### src/rtl/alu_mc_pkg.sv
`default_nettype none
// ============================================================================
// Module  : alu_mc_pkg
// Purpose : Shared definitions for the multi-cycle ALU: op-code values, FSM
//           state encoding and helpers for counter sizing / op classification.
// Ports   : none (package)
// Revision: 1.0 - initial release
// ============================================================================
package alu_mc_pkg;

  localparam logic [3:0] ALU_AND   = 4'd0;
  localparam logic [3:0] ALU_OR    = 4'd1;
  localparam logic [3:0] ALU_ADD   = 4'd2;
  localparam logic [3:0] ALU_SUB   = 4'd3;
  localparam logic [3:0] ALU_NOR   = 4'd4;
  localparam logic [3:0] ALU_XOR   = 4'd5;
  localparam logic [3:0] ALU_SLT   = 4'd6;
  localparam logic [3:0] ALU_SLTU  = 4'd7;
  localparam logic [3:0] ALU_MULU  = 4'd8;
  localparam logic [3:0] ALU_MULHU = 4'd9;
  localparam logic [3:0] ALU_DIVU  = 4'd10;
  localparam logic [3:0] ALU_REMU  = 4'd11;

  typedef enum logic [1:0] {
    IDLE = 2'd0,
    ITER = 2'd1,
    DONE = 2'd2
  } state_t;

  // Bits needed to count 0..width-1.
  function automatic int cnt_width(input int width);
    return (width > 1) ? $clog2(width) : 1;
  endfunction

  // mul/div ops run through the shared iterative unit.
  function automatic logic is_iter_op(input logic [3:0] op);
    return (op == ALU_MULU) || (op == ALU_MULHU) ||
           (op == ALU_DIVU) || (op == ALU_REMU);
  endfunction

endpackage
`default_nettype wire

### src/rtl/alu_mc_if.sv
`default_nettype none
// ============================================================================
// Module  : alu_mc_if
// Purpose : Request/response bundle of the multi-cycle ALU.
//           Request : in_valid, in_ready, alu_op, rs, rt
//           Response: out_valid, out_ready, alu_result, zero, overflow, busy
//           master = issuing stage, slave = ALU.
// Revision: 1.0 - initial release
// ============================================================================
interface alu_mc_if #(
  parameter int WIDTH = 32,
  parameter int OPW   = 4
);
  logic             in_valid;
  logic             in_ready;
  logic [OPW-1:0]   alu_op;
  logic [WIDTH-1:0] rs;
  logic [WIDTH-1:0] rt;
  logic             out_valid;
  logic             out_ready;
  logic [WIDTH-1:0] alu_result;
  logic             zero;
  logic             overflow;
  logic             busy;

  modport master (
    output in_valid, alu_op, rs, rt, out_ready,
    input  in_ready, out_valid, alu_result, zero, overflow, busy
  );

  modport slave (
    input  in_valid, alu_op, rs, rt, out_ready,
    output in_ready, out_valid, alu_result, zero, overflow, busy
  );
endinterface
`default_nettype wire

### src/rtl/alu_mc_muldiv_iter.sv
`default_nettype none
// ============================================================================
// Module  : alu_mc_muldiv_iter
// Purpose : Radix-2 shift-add multiplier / restoring unsigned divider sharing
//           one hi/lo shift register. One iteration per cycle, WIDTH cycles.
// Ports   : clk, rst_n          clock, async active-low reset
//           start, is_div, a, b load operands (a multiplier/dividend)
//           done                final iteration happens on this cycle's edge
//           hi_nxt, lo_nxt      next hi/lo; on done: product {hi,lo} or
//                               remainder (hi) / quotient (lo)
// Revision: 1.0 - initial release
// ============================================================================
module alu_mc_muldiv_iter
  import alu_mc_pkg::*;
#(
  parameter int WIDTH = 32
) (
  input  wire logic             clk,
  input  wire logic             rst_n,
  input  wire logic             start,
  input  wire logic             is_div,
  input  wire logic [WIDTH-1:0] a,
  input  wire logic [WIDTH-1:0] b,
  output logic                  done,
  output logic [WIDTH-1:0]      hi_nxt,
  output logic [WIDTH-1:0]      lo_nxt
);
  localparam int            CW     = cnt_width(WIDTH);
  localparam logic [CW-1:0] C_LAST = CW'(WIDTH - 1);

  logic [CW-1:0]    r_cnt;
  logic             r_run;
  logic             r_div;
  logic [WIDTH-1:0] r_hi;
  logic [WIDTH-1:0] r_lo;
  logic [WIDTH-1:0] r_b;
  logic [WIDTH:0]   w_add;
  logic [WIDTH:0]   w_shift;
  logic [WIDTH:0]   w_sub;

  always_comb begin
    w_add   = {1'b0, r_hi} + (r_lo[0] ? {1'b0, r_b} : '0);
    w_shift = {r_hi, r_lo[WIDTH-1]};
    // Partial remainder is always < divisor, so the MSB of w_sub is a clean
    // borrow flag. With b==0 it never borrows: quotient all ones, rem = a.
    w_sub   = w_shift - {1'b0, r_b};
    if (r_div) begin
      if (!w_sub[WIDTH]) begin
        hi_nxt = w_sub[WIDTH-1:0];
        lo_nxt = {r_lo[WIDTH-2:0], 1'b1};
      end else begin
        hi_nxt = w_shift[WIDTH-1:0];
        lo_nxt = {r_lo[WIDTH-2:0], 1'b0};
      end
    end else begin
      hi_nxt = w_add[WIDTH:1];
      lo_nxt = {w_add[0], r_lo[WIDTH-1:1]};
    end
  end

  assign done = r_run && (r_cnt == C_LAST);

  always_ff @(posedge clk or negedge rst_n) begin
    if (!rst_n) begin
      r_cnt <= '0;
      r_run <= 1'b0;
      r_div <= 1'b0;
      r_hi  <= '0;
      r_lo  <= '0;
      r_b   <= '0;
    end else if (start) begin
      r_cnt <= '0;
      r_run <= 1'b1;
      r_div <= is_div;
      r_hi  <= '0;
      r_lo  <= a;
      r_b   <= b;
    end else if (r_run) begin
      r_hi <= hi_nxt;
      r_lo <= lo_nxt;
      if (done) begin
        r_run <= 1'b0;
        r_cnt <= '0;
      end else begin
        r_cnt <= r_cnt + CW'(1);
      end
    end
  end
endmodule
`default_nettype wire

### src/rtl/alu_mc.sv
`default_nettype none
// ============================================================================
// Module  : alu_mc
// Purpose : Multi-cycle EX-stage ALU with valid/ready handshake. Logic/add/
//           sub/compare complete in one cycle; mul/div iterate WIDTH cycles.
// Ports   : clk, rst_n   clock, async active-low reset
//           bus (slave)  in_valid/in_ready/alu_op/rs/rt request side,
//                        out_valid/out_ready/alu_result/zero/overflow/busy
// Revision: 1.0 - initial release
// ============================================================================
module alu_mc
  import alu_mc_pkg::*;
#(
  parameter int WIDTH = 32,
  parameter int OPW   = 4
) (
  input wire logic clk,
  input wire logic rst_n,
  alu_mc_if.slave  bus
);
  state_t           r_state;
  state_t           w_state_nxt;
  logic [3:0]       r_op;
  logic [WIDTH-1:0] r_result;
  logic             r_zero;
  logic             r_ovf;

  logic [3:0]       w_op;
  logic             w_iter;
  logic             w_accept;
  logic             w_handoff;
  logic [WIDTH-1:0] w_sum;
  logic [WIDTH-1:0] w_diff;
  logic [WIDTH-1:0] w_fast;
  logic             w_fast_ovf;
  logic [WIDTH-1:0] w_md;
  logic             w_md_done;
  logic [WIDTH-1:0] w_hi_nxt;
  logic [WIDTH-1:0] w_lo_nxt;

  assign w_op      = 4'(bus.alu_op);
  assign w_iter    = is_iter_op(w_op);
  assign w_accept  = bus.in_valid && bus.in_ready;
  assign w_handoff = bus.out_valid && bus.out_ready;

  assign bus.in_ready   = (r_state == IDLE) || ((r_state == DONE) && bus.out_ready);
  assign bus.out_valid  = (r_state == DONE);
  assign bus.busy       = (r_state == ITER);
  assign bus.alu_result = r_result;
  assign bus.zero       = r_zero;
  assign bus.overflow   = r_ovf;

  // Single-cycle datapath; illegal codes fall to result 0 / overflow 0.
  always_comb begin
    w_sum      = bus.rs + bus.rt;
    w_diff     = bus.rs - bus.rt;
    w_fast     = '0;
    w_fast_ovf = 1'b0;
    case (w_op)
      ALU_AND: w_fast = bus.rs & bus.rt;
      ALU_OR:  w_fast = bus.rs | bus.rt;
      ALU_ADD: begin
        w_fast     = w_sum;
        w_fast_ovf = (bus.rs[WIDTH-1] == bus.rt[WIDTH-1]) &&
                     (w_sum[WIDTH-1] != bus.rs[WIDTH-1]);
      end
      ALU_SUB: begin
        w_fast     = w_diff;
        w_fast_ovf = (bus.rs[WIDTH-1] != bus.rt[WIDTH-1]) &&
                     (w_diff[WIDTH-1] != bus.rs[WIDTH-1]);
      end
      ALU_NOR:  w_fast = ~(bus.rs | bus.rt);
      ALU_XOR:  w_fast = bus.rs ^ bus.rt;
      ALU_SLT:  w_fast = {{(WIDTH-1){1'b0}}, ($signed(bus.rs) < $signed(bus.rt))};
      ALU_SLTU: w_fast = {{(WIDTH-1){1'b0}}, (bus.rs < bus.rt)};
      default:  w_fast = '0;
    endcase
  end

  alu_mc_muldiv_iter #(
    .WIDTH (WIDTH)
  ) u_muldiv (
    .clk    (clk),
    .rst_n  (rst_n),
    .start  (w_accept && w_iter),
    .is_div ((w_op == ALU_DIVU) || (w_op == ALU_REMU)),
    .a      (bus.rs),
    .b      (bus.rt),
    .done   (w_md_done),
    .hi_nxt (w_hi_nxt),
    .lo_nxt (w_lo_nxt)
  );

  // Result of the last iteration is taken straight from the unit's next
  // values so DONE follows the final ITER cycle without an extra stage.
  always_comb begin
    case (r_op)
      ALU_MULHU, ALU_REMU: w_md = w_hi_nxt;
      default:             w_md = w_lo_nxt;
    endcase
  end

  always_comb begin
    w_state_nxt = r_state;
    case (r_state)
      IDLE: if (w_accept) w_state_nxt = w_iter ? ITER : DONE;
      ITER: if (w_md_done) w_state_nxt = DONE;
      DONE: begin
        if (w_accept)       w_state_nxt = w_iter ? ITER : DONE;
        else if (w_handoff) w_state_nxt = IDLE;
      end
      default: w_state_nxt = IDLE;
    endcase
  end

  always_ff @(posedge clk or negedge rst_n) begin
    if (!rst_n) begin
      r_state <= IDLE;
    end else begin
      r_state <= w_state_nxt;
    end
  end

  always_ff @(posedge clk or negedge rst_n) begin
    if (!rst_n) begin
      r_op     <= '0;
      r_result <= '0;
      r_zero   <= 1'b1;
      r_ovf    <= 1'b0;
    end else begin
      if (w_accept) r_op <= w_op;
      if (w_accept && !w_iter) begin
        r_result <= w_fast;
        r_zero   <= (w_fast == '0);
        r_ovf    <= w_fast_ovf;
      end else if ((r_state == ITER) && w_md_done) begin
        r_result <= w_md;
        r_zero   <= (w_md == '0);
        r_ovf    <= 1'b0;
      end
    end
  end
endmodule
`default_nettype wire

### src/flat_wrapper.sv
// flat-port wrapper written by rule: the top's interface ports become plain ports
module alu_mc_flat import alu_mc_pkg::*;
#(
  parameter int WIDTH = 32,
  parameter int OPW   = 4
)
  (clk, rst_n, bus_in_valid, bus_alu_op, bus_rs, bus_rt, bus_out_ready, bus_in_ready, bus_out_valid, bus_alu_result, bus_zero, bus_overflow, bus_busy);
  alu_mc_if #(.WIDTH(WIDTH), .OPW(OPW)) bus_i ();
  input wire logic clk;
  input wire logic rst_n;
  input wire logic [$bits(bus_i.in_valid)-1:0] bus_in_valid;
  input wire logic [$bits(bus_i.alu_op)-1:0] bus_alu_op;
  input wire logic [$bits(bus_i.rs)-1:0] bus_rs;
  input wire logic [$bits(bus_i.rt)-1:0] bus_rt;
  input wire logic [$bits(bus_i.out_ready)-1:0] bus_out_ready;
  output wire logic [$bits(bus_i.in_ready)-1:0] bus_in_ready;
  output wire logic [$bits(bus_i.out_valid)-1:0] bus_out_valid;
  output wire logic [$bits(bus_i.alu_result)-1:0] bus_alu_result;
  output wire logic [$bits(bus_i.zero)-1:0] bus_zero;
  output wire logic [$bits(bus_i.overflow)-1:0] bus_overflow;
  output wire logic [$bits(bus_i.busy)-1:0] bus_busy;
  assign bus_i.in_valid = bus_in_valid;
  assign bus_i.alu_op = bus_alu_op;
  assign bus_i.rs = bus_rs;
  assign bus_i.rt = bus_rt;
  assign bus_i.out_ready = bus_out_ready;
  assign bus_in_ready = bus_i.in_ready;
  assign bus_out_valid = bus_i.out_valid;
  assign bus_alu_result = bus_i.alu_result;
  assign bus_zero = bus_i.zero;
  assign bus_overflow = bus_i.overflow;
  assign bus_busy = bus_i.busy;
  alu_mc #(.WIDTH(WIDTH), .OPW(OPW)) u_core (.clk(clk), .rst_n(rst_n), .bus(bus_i));
endmodule
### config.mk
export PLATFORM = sky130hd
export DESIGN_NAME = alu_mc_flat
export DESIGN_NICKNAME = d
export VERILOG_FILES = /design/src/rtl/alu_mc_pkg.sv /design/src/rtl/alu_mc_if.sv /design/src/rtl/alu_mc_muldiv_iter.sv /design/src/rtl/alu_mc.sv /design/src/flat_wrapper.sv
export SDC_FILE = /design/constraint.sdc
export NUM_CORES = 1
export LEC_CHECK = 0
export ABC_CLOCK_PERIOD_IN_PS = 9400
export CAP_MARGIN = 0
export CORE_AREA = 2 2 170 172
export CTS_BUF_LIST = sky130_fd_sc_hd__clkbuf_2 sky130_fd_sc_hd__clkbuf_4 sky130_fd_sc_hd__clkbuf_8
export CTS_CLUSTER_SIZE = 14
export DETAILED_ROUTE_END_ITERATION = 12
export DIE_AREA = 0 0 172 174
export PLACE_DENSITY_LB_ADDON = 0.2
export SLEW_MARGIN = 10
export SYNTH_ARGS = -nofsm -noshare
export SYNTH_HDL_FRONTEND = slang
export SYNTH_SLANG_ARGS = --single-unit
### constraint.sdc
create_clock -name clk -period 9.4 [get_ports clk]
set_input_delay 1.88 -clock clk [delete_from_list [all_inputs] [get_ports clk]]
set_output_delay 1.88 -clock clk [all_outputs]
set_load 0.05 [all_outputs]
==> results of run 1 <==
==> state kept, by name, summed over array words and instances (netlist names) <==
signal                 cells
u_core.bus.alu_result     32
u_core.u_muldiv.r_b       32
u_core.u_muldiv.r_hi      32
u_core.u_muldiv.r_lo      32
u_core.u_muldiv.r_cnt      5
u_core.r_op                3
u_core.r_state             2
u_core.bus.overflow        1
u_core.bus.zero            1
u_core.u_muldiv.r_div      1
u_core.u_muldiv.r_run      1
==> metal layers <==
metal	wire length [um]	vias to the layer above	part of all wire, %	GRT usage (%)
met4	2569	2	4.3	15.83
li1	-	8312	-	-
met1	26190	8430	43	58.16
met3	5770	165	9.5	5.692
met5	13	-	0.022	0
met2	25890	1023	43	60.34
==> through the flow <==
step / area, sq um / total power [uW]
floorplan: 16960 / 3864
global placement: 18130 / 4839
detailed placement: 18130 / 4924
CTS: 18510 / 5438
global route: 18510 / 5932
finish: 18510 / 5560
==> logic make-up (layout without fill, tap and decap cells) <==
family | count (synthesis) | in the layout | synth area share (%)
compound gates | 790 | 790 | 29.25
fa+ha+maj | 178 | 178 | 13.31
flops | 142 | 142 | 20.96
mux | 98 | 98 | 6.181
xor+xnor | 72 | 72 | 3.718
simple gates | 747 | 747 | 20.24
buf+inv | 286 | 303 | 6.351
==> worst min-delay path by stage <==
stage                              start                        end  slack [ns]  cells past startpoint
6_report       u_core.bus.alu_result[17]  u_core.bus.alu_result[17]        0.51                      1
5_1_grt                   u_core.r_op[0]             u_core.r_op[0]        0.53                      2
4_1_cts                   u_core.r_op[3]             u_core.r_op[3]        0.50                      2
3_5_place_dp              u_core.r_op[3]             u_core.r_op[3]        0.48                      2
3_3_place_gp              u_core.r_op[0]             u_core.r_op[0]        0.48                      2
2_1_floorplan             u_core.r_op[0]             u_core.r_op[0]        0.45                      2
==> layout make-up <==
cell class | count | area share, %
clock buffer | 18 | 1.304
timing repair buffer | 126 | 6.522
clock inverter | 14 | 0.7300
inverter | 145 | 2.940
sequential | 142 | 19.23
multi-input combinational | 1885 | 66.68
tap | 384 | 2.595
==> cells in the final DEF (no fill, tap or decap), types with 22 or more instances in the layout <==
cell type        Yosys  layout
o211ai_1            25      25
a21o_1              38      38
nand4_1             26      26
o21ai_0            212     212
o21a_1              22      22
mux2i_1             83      83
a21oi_1            236     236
and2_1              41      41
dfrtp_1            141     139
a211oi_1            42      42
clkdlybuf4s50_1      0     105
nor3_1              37      37
nand2_1            246     246
inv_1              142     142
xor2_1              29      29
a31oi_1             22      22
xnor2_1             43      43
nor2_1             240     237
nand3_1             48      48
ha_1               174     174
nor2b_1             23      23
==> report_power, final <==
group          switching (uW)  internal [uW]  total (uW)
registers                 324            857        1180
logic                    2410           1470        3890
clock network             276            216         492
total                    3010           2550        5560
==> worst max-delay path, delay by kind of cell <==
kind            cells  cell delay (ns)
compound gates      7             1.91
fa+ha+maj           2             0.63
buf+inv             2             0.60
simple gates        6             1.89
==> impl_results.md, run 1 <==
- Async SR Flop Fraction: 100.0%
- H-tree depth: 4
- Starting density of the core: 60.07%
- Post-DRT Antenna Nets: 0
- Max Freq: 0.1538 GHz
- Final Critical Period: 6.501 ns
- Drt drc: 0
- Syn Inst Count: 2313
- Setup CP Type: in2reg
- Largest net degree at the start of global routing: 94
- Ports: 109
- Final hold vios: 0
- Vias post-DR: 17932
- Die area: 0.02993 sq mm
- Placer Congestion: 1.019
- Syn_area_per_cell: 7.334 sq um
- Static Leak: 0.008379 uW
- Cell repeated most along the worst path: or4_1
- R2r endpoint: u_core.bus.zero
- Most common library cells after synthesis: nand2_1 (246), nor2_1 (240), a21oi_1 (236), o21ai_0 (212), ha_1 (174)
- Hold slack: 0.5109 ns
- Setup Buffers After CTS: 0
- RSZ-0062 raised after global routing: no
- Crit Path Max Fanout: 4
- Initial DRC Count: 1981
- Post_cts resized: 0
- Critical Path RT: 9.80 ns
- Setup violations, final: 0
- Final Slew Violations: 0
- Row count: 62
- Critical-path cell list: clkdlybuf4s50_1 -> ha_1 -> inv_1 -> fa_1 -> nor2b_1 -> o31a_1 -> o21ba_2 -> o2111ai_1 -> o21ai_0 -> o221ai_1 -> a222oi_1 -> nand3_1 -> nor4_1 -> nand4_1 -> or4_1 -> or4_1 -> o211ai_2
- Routed wire per std cell: 22.27 um
- Seq/Total Area, Yosys: 20.96%
- Die extent in y: 174 um
- Tightest Pin Transition: 1.155 ns
- CTS max path bufs: 2
- # port buffers: 108
- First-pass GRT wire length: 93.34 mm
- Share of layout cells above drive strength 1: 4.549%
- Area of the multi-input gates: 0.01234 sq mm
- GRT overflow: 0
- Final clock skew: 0.03109 ns
- Main flop type after synthesis: dfrtp_1
- WL final: 60.43 mm
- Worst skew pair latency: 0.49 ns
- CTS clk-pin slew, worst paths: 0.08 ns
- FF/Latch Area: 0.003560 sq mm
- Yosys top cell area share: 20.80%
- Core ar.: 0.02824 sq mm
- Vias in the first global route: 16883
- Synth warn: 0
- Synthesized flop and latch total: 142
- Setup TNS Final: 0 ns
- Overall Global Routing Usage: 40.20%
- First-pass DRT Iterations: 7
- Clock sink total: 142
- CTS tree: yes
- CP endpoint kind: flop
- Synth top area cells: dfrtp_1 (21%), ha_1 (13%), a21oi_1 (7.0%)
- Status: finished clean
- Reg2Reg Launch Point: u_core.u_muldiv.r_lo[31]
- Number of max-cap violations: 0
- Mapped Area: 0.01696 sq mm
- Vias per inst: 6.607
- Worst Setup SP: bus_rs[0]
- Worst path slowest cell: clkdlybuf4s50_1
- Syn nets: 2563
- Hold_buf cts: 0
- Worst setup margin: 2.899 ns
- Reg2reg path depth: 17
- Part of the cycle the worst path needs: 69.16%
- Leading area contributor after synthesis: dfrtp_1
- FILL cells: 2612
- Antenna cells: 0
- Pre-CTS setup slack: 2.485 ns
- Crit path DAT: 6.90 ns
- Total Nets Final: 2567
- Post-DP HPWL: 46.42 mm
- Leading cell type by number of instances after synthesis: nand2_1
- Die width: 172 um
- Startpoint Class: input port
- Final std cells w/o fill: 2714
- Cts bufs inserted: 17
- Slowest stage delay, CP: 0.52 ns
- Dpl cells: 2682
- Number of synthesized flops with an enable pin: 0
- Worst Setup EP: u_core.bus.zero
- Synth cell types: 90
- FF-to-FF setup slack: 3.28 ns
- Number of antenna violations at the first check in global routing: 2
- Hold Path Class: reg2reg
- CTS root buf: clkbuf_8
- Max VDD drop: 0.0001430 V
- Final Util: 65.56%
- Synth-to-layout area growth: 9.132%
- Worst slew margin: 22.85%
- Pwr Density: 300.4 mW/mm^2
No activity file was read; power rests on OpenSTA's default activity.
==> run 2, diff against run 1 <==
--- a/config.mk
+++ b/config.mk
@@ -5,7 +5,7 @@
 export SDC_FILE = /design/constraint.sdc
 export NUM_CORES = 1
 export LEC_CHECK = 0
-export ABC_CLOCK_PERIOD_IN_PS = 9400
+export ABC_CLOCK_PERIOD_IN_PS = 6690
 export CAP_MARGIN = 0
 export CORE_AREA = 2 2 170 172
 export CTS_BUF_LIST = sky130_fd_sc_hd__clkbuf_2 sky130_fd_sc_hd__clkbuf_4 sky130_fd_sc_hd__clkbuf_8
==> constraint.sdc (replaced) <==
create_clock -name clk -period 6.69 [get_ports clk]
set_input_delay 1.338 -clock clk [delete_from_list [all_inputs] [get_ports clk]]
set_output_delay 1.338 -clock clk [all_outputs]
set_load 0.05 [all_outputs]
==> run 2 against run 1 <==
Net effect:
- sequential power increased by 42%
- highest routed layer is now met4
- core utilization increased by 0.92 points
- hold slack lost 0.020 ns
- first-iteration DRC count rose by 19%
- clock-buffer cell count down 1
- via count grew 2.8%
- final cell count up 1.2%
==> impl_results.md, run 2 (synthesized netlist as in run 1, its figures left out) <==
- Status: finished clean
- Starting density of the core: 60.07%
- FILL cells: 2508
- Final hold vios: 0
- Synth-to-layout area growth: 10.67%
- Row count: 62
- Pre-CTS setup slack: 0.4944 ns
- Initial DRC Count: 2350
- Reg2reg path depth: 17
- Worst setup margin: 0.8842 ns
- Final std cells w/o fill: 2747
- Commonest cells after routing, fill and taps aside: nand2_1 (246), nor2_1 (237), a21oi_1 (236), o21ai_0 (212), ha_1 (174)
- Max VDD drop: 0.0001856 V
- Routed wire per std cell: 23.18 um
- Overall Global Routing Usage: 42.22%
- Die width: 172 um
- Post-route cell area: 0.01877 sq mm
- Final Slew Violations: 0
- Setup TNS Final: 0 ns
- R2r endpoint: u_core.bus.zero
- Static Leak: 0.008537 uW
- Max Freq: 0.1722 GHz
- Largest net degree at the start of global routing: 84
- Startpoint Class: input port
- Part of the cycle the worst path needs: 86.78%
- Most common cell after layout, fill and taps aside: nand2_1
- Cts bufs inserted: 17
- # port buffers: 108
- Die extent in y: 174 um
- CTS max path bufs: 2
- Pwr Density: 418.9 mW/mm^2
- Vias per inst: 6.709
- WL final: 63.68 mm
- Share of layout cells above drive strength 1: 5.843%
- H-tree depth: 4
- Dpl cells: 2714
- Drt drc: 0
- Worst Setup SP: bus_rt[1]
- Total Nets Final: 2599
- Pwr Total: 7864 uW
- Vias in the first global route: 17243
- FF-to-FF setup slack: 0.97 ns
- CTS clk-pin slew, worst paths: 0.09 ns
- Placed Area: 0.01839 sq mm
- Reg2Reg Launch Point: u_core.u_muldiv.r_lo[0]
- CTS tree: yes
- Worst Setup EP: u_core.bus.zero
- Critical Path RT: 7.09 ns
- Number of max-cap violations: 0
- GRT overflow: 0
- Post_cts resized: 0
- First-pass GRT wire length: 98.07 mm
- Number of antenna violations at the first check in global routing: 1
- Final Critical Period: 5.806 ns
- Clock sink total: 142
- RSZ-0062 raised after global routing: no
- Post-DRT Antenna Nets: 0
- Vias post-DR: 18430
- Tightest Pin Transition: 1.148 ns
- Ports: 109
- Final clock skew: 0.01970 ns
- Post-DP HPWL: 49.39 mm
- Worst skew pair latency: 0.47 ns
- CP endpoint kind: flop
- Crit Path Max Fanout: 4
- Setup Buffers After CTS: 0
- Core ar.: 0.02824 sq mm
- Worst slew margin: 23.20%
- Hold Path Class: reg2reg
- Crit path DAT: 6.21 ns
- Die area: 0.02993 sq mm
- First-pass DRT Iterations: 6
- Setup violations, final: 0
- Placer Congestion: 1.012
- CTS root buf: clkbuf_8
- Hold_buf cts: 0
- Setup CP Type: in2reg
-- run 2: changes by cell type in the layout (fill, tap and decap cells not counted), sizes merged --
cell	change
clkbuf	-1
buf	+32
clkinv	-4
clkinvlp	+1
diode	+1
inv	+4
-- run 2: layout make-up --
type	count	area [sq um]	area share, %
repair buffers	158	1460	7.778
clock buffers	17	234.0	1.246
well taps	384	480.5	2.559
diodes	1	2.502	0.01333
multi-input cells	1885	12340	65.75
clock inverters	15	147.6	0.7865
inverters	145	544.3	2.899
flip-flops and latches	142	3560	18.96
-- run 2: how the worst min path moves through the flow --
stage                     end  depth (start not counted)           start  slack, ns
2_1_floorplan  u_core.r_op[0]                          2  u_core.r_op[0]       0.45
3_3_place_gp   u_core.r_op[3]                          2  u_core.r_op[3]       0.46
3_5_place_dp   u_core.r_op[0]                          2  u_core.r_op[0]       0.47
4_1_cts        u_core.r_op[0]                          2  u_core.r_op[0]       0.49
5_1_grt        u_core.r_op[3]                          2  u_core.r_op[3]       0.53
6_report       u_core.r_op[0]                          2  u_core.r_op[0]       0.49
-- run 2: report_power, final --
group | total, uW | switching (uW) | leakage [uW] | internal, uW
clock network | 705 | 400 | 0.000192 | 305
registers | 1670 | 468 | 0.00173 | 1200
logic | 5490 | 3390 | 0.00661 | 2100
-- run 2: per-stage QoR --
stage / utilization [%] / hold slack [ns]
detailed placement: 65.12 / 0.4724
global placement: 65.12 / 0.4628
finish: 66.48 / 0.4906
CTS: 66.47 / 0.4918
global route: 66.47 / 0.5262
floorplan: - / 0.4497
-- run 2: layer usage --
| layer | share of wire [%] | GRT usage, % | wire length, um | vias up |
|---|---|---|---|---|
| met5 | 0 | 0 | 0 | - |
| met4 | 3.7 | 14.78 | 2342 | 0 |
| met3 | 11 | 8.356 | 6989 | 144 |
| met2 | 43 | 63.96 | 27570 | 1109 |
| met1 | 42 | 59.90 | 26780 | 8780 |
| li1 | - | - | - | 8397 |
-- run 2: worst max-delay path, cell delays in order --
cell	delay (ns)
clkdlybuf4s50_1	0.55
inv_1	0.13
ha_1	0.35
a211oi_2	0.36
nor4b_1	0.12
a2111oi_2	0.67
o21ai_1	0.31
a311oi_1	0.33
buf_4	0.17
nor4_1	0.05
nor4_1	0.24
nor3_1	0.12
xnor2_1	0.22
o2111ai_1	0.12
or4_1	0.54
or4_1	0.50
o211ai_2	0.09
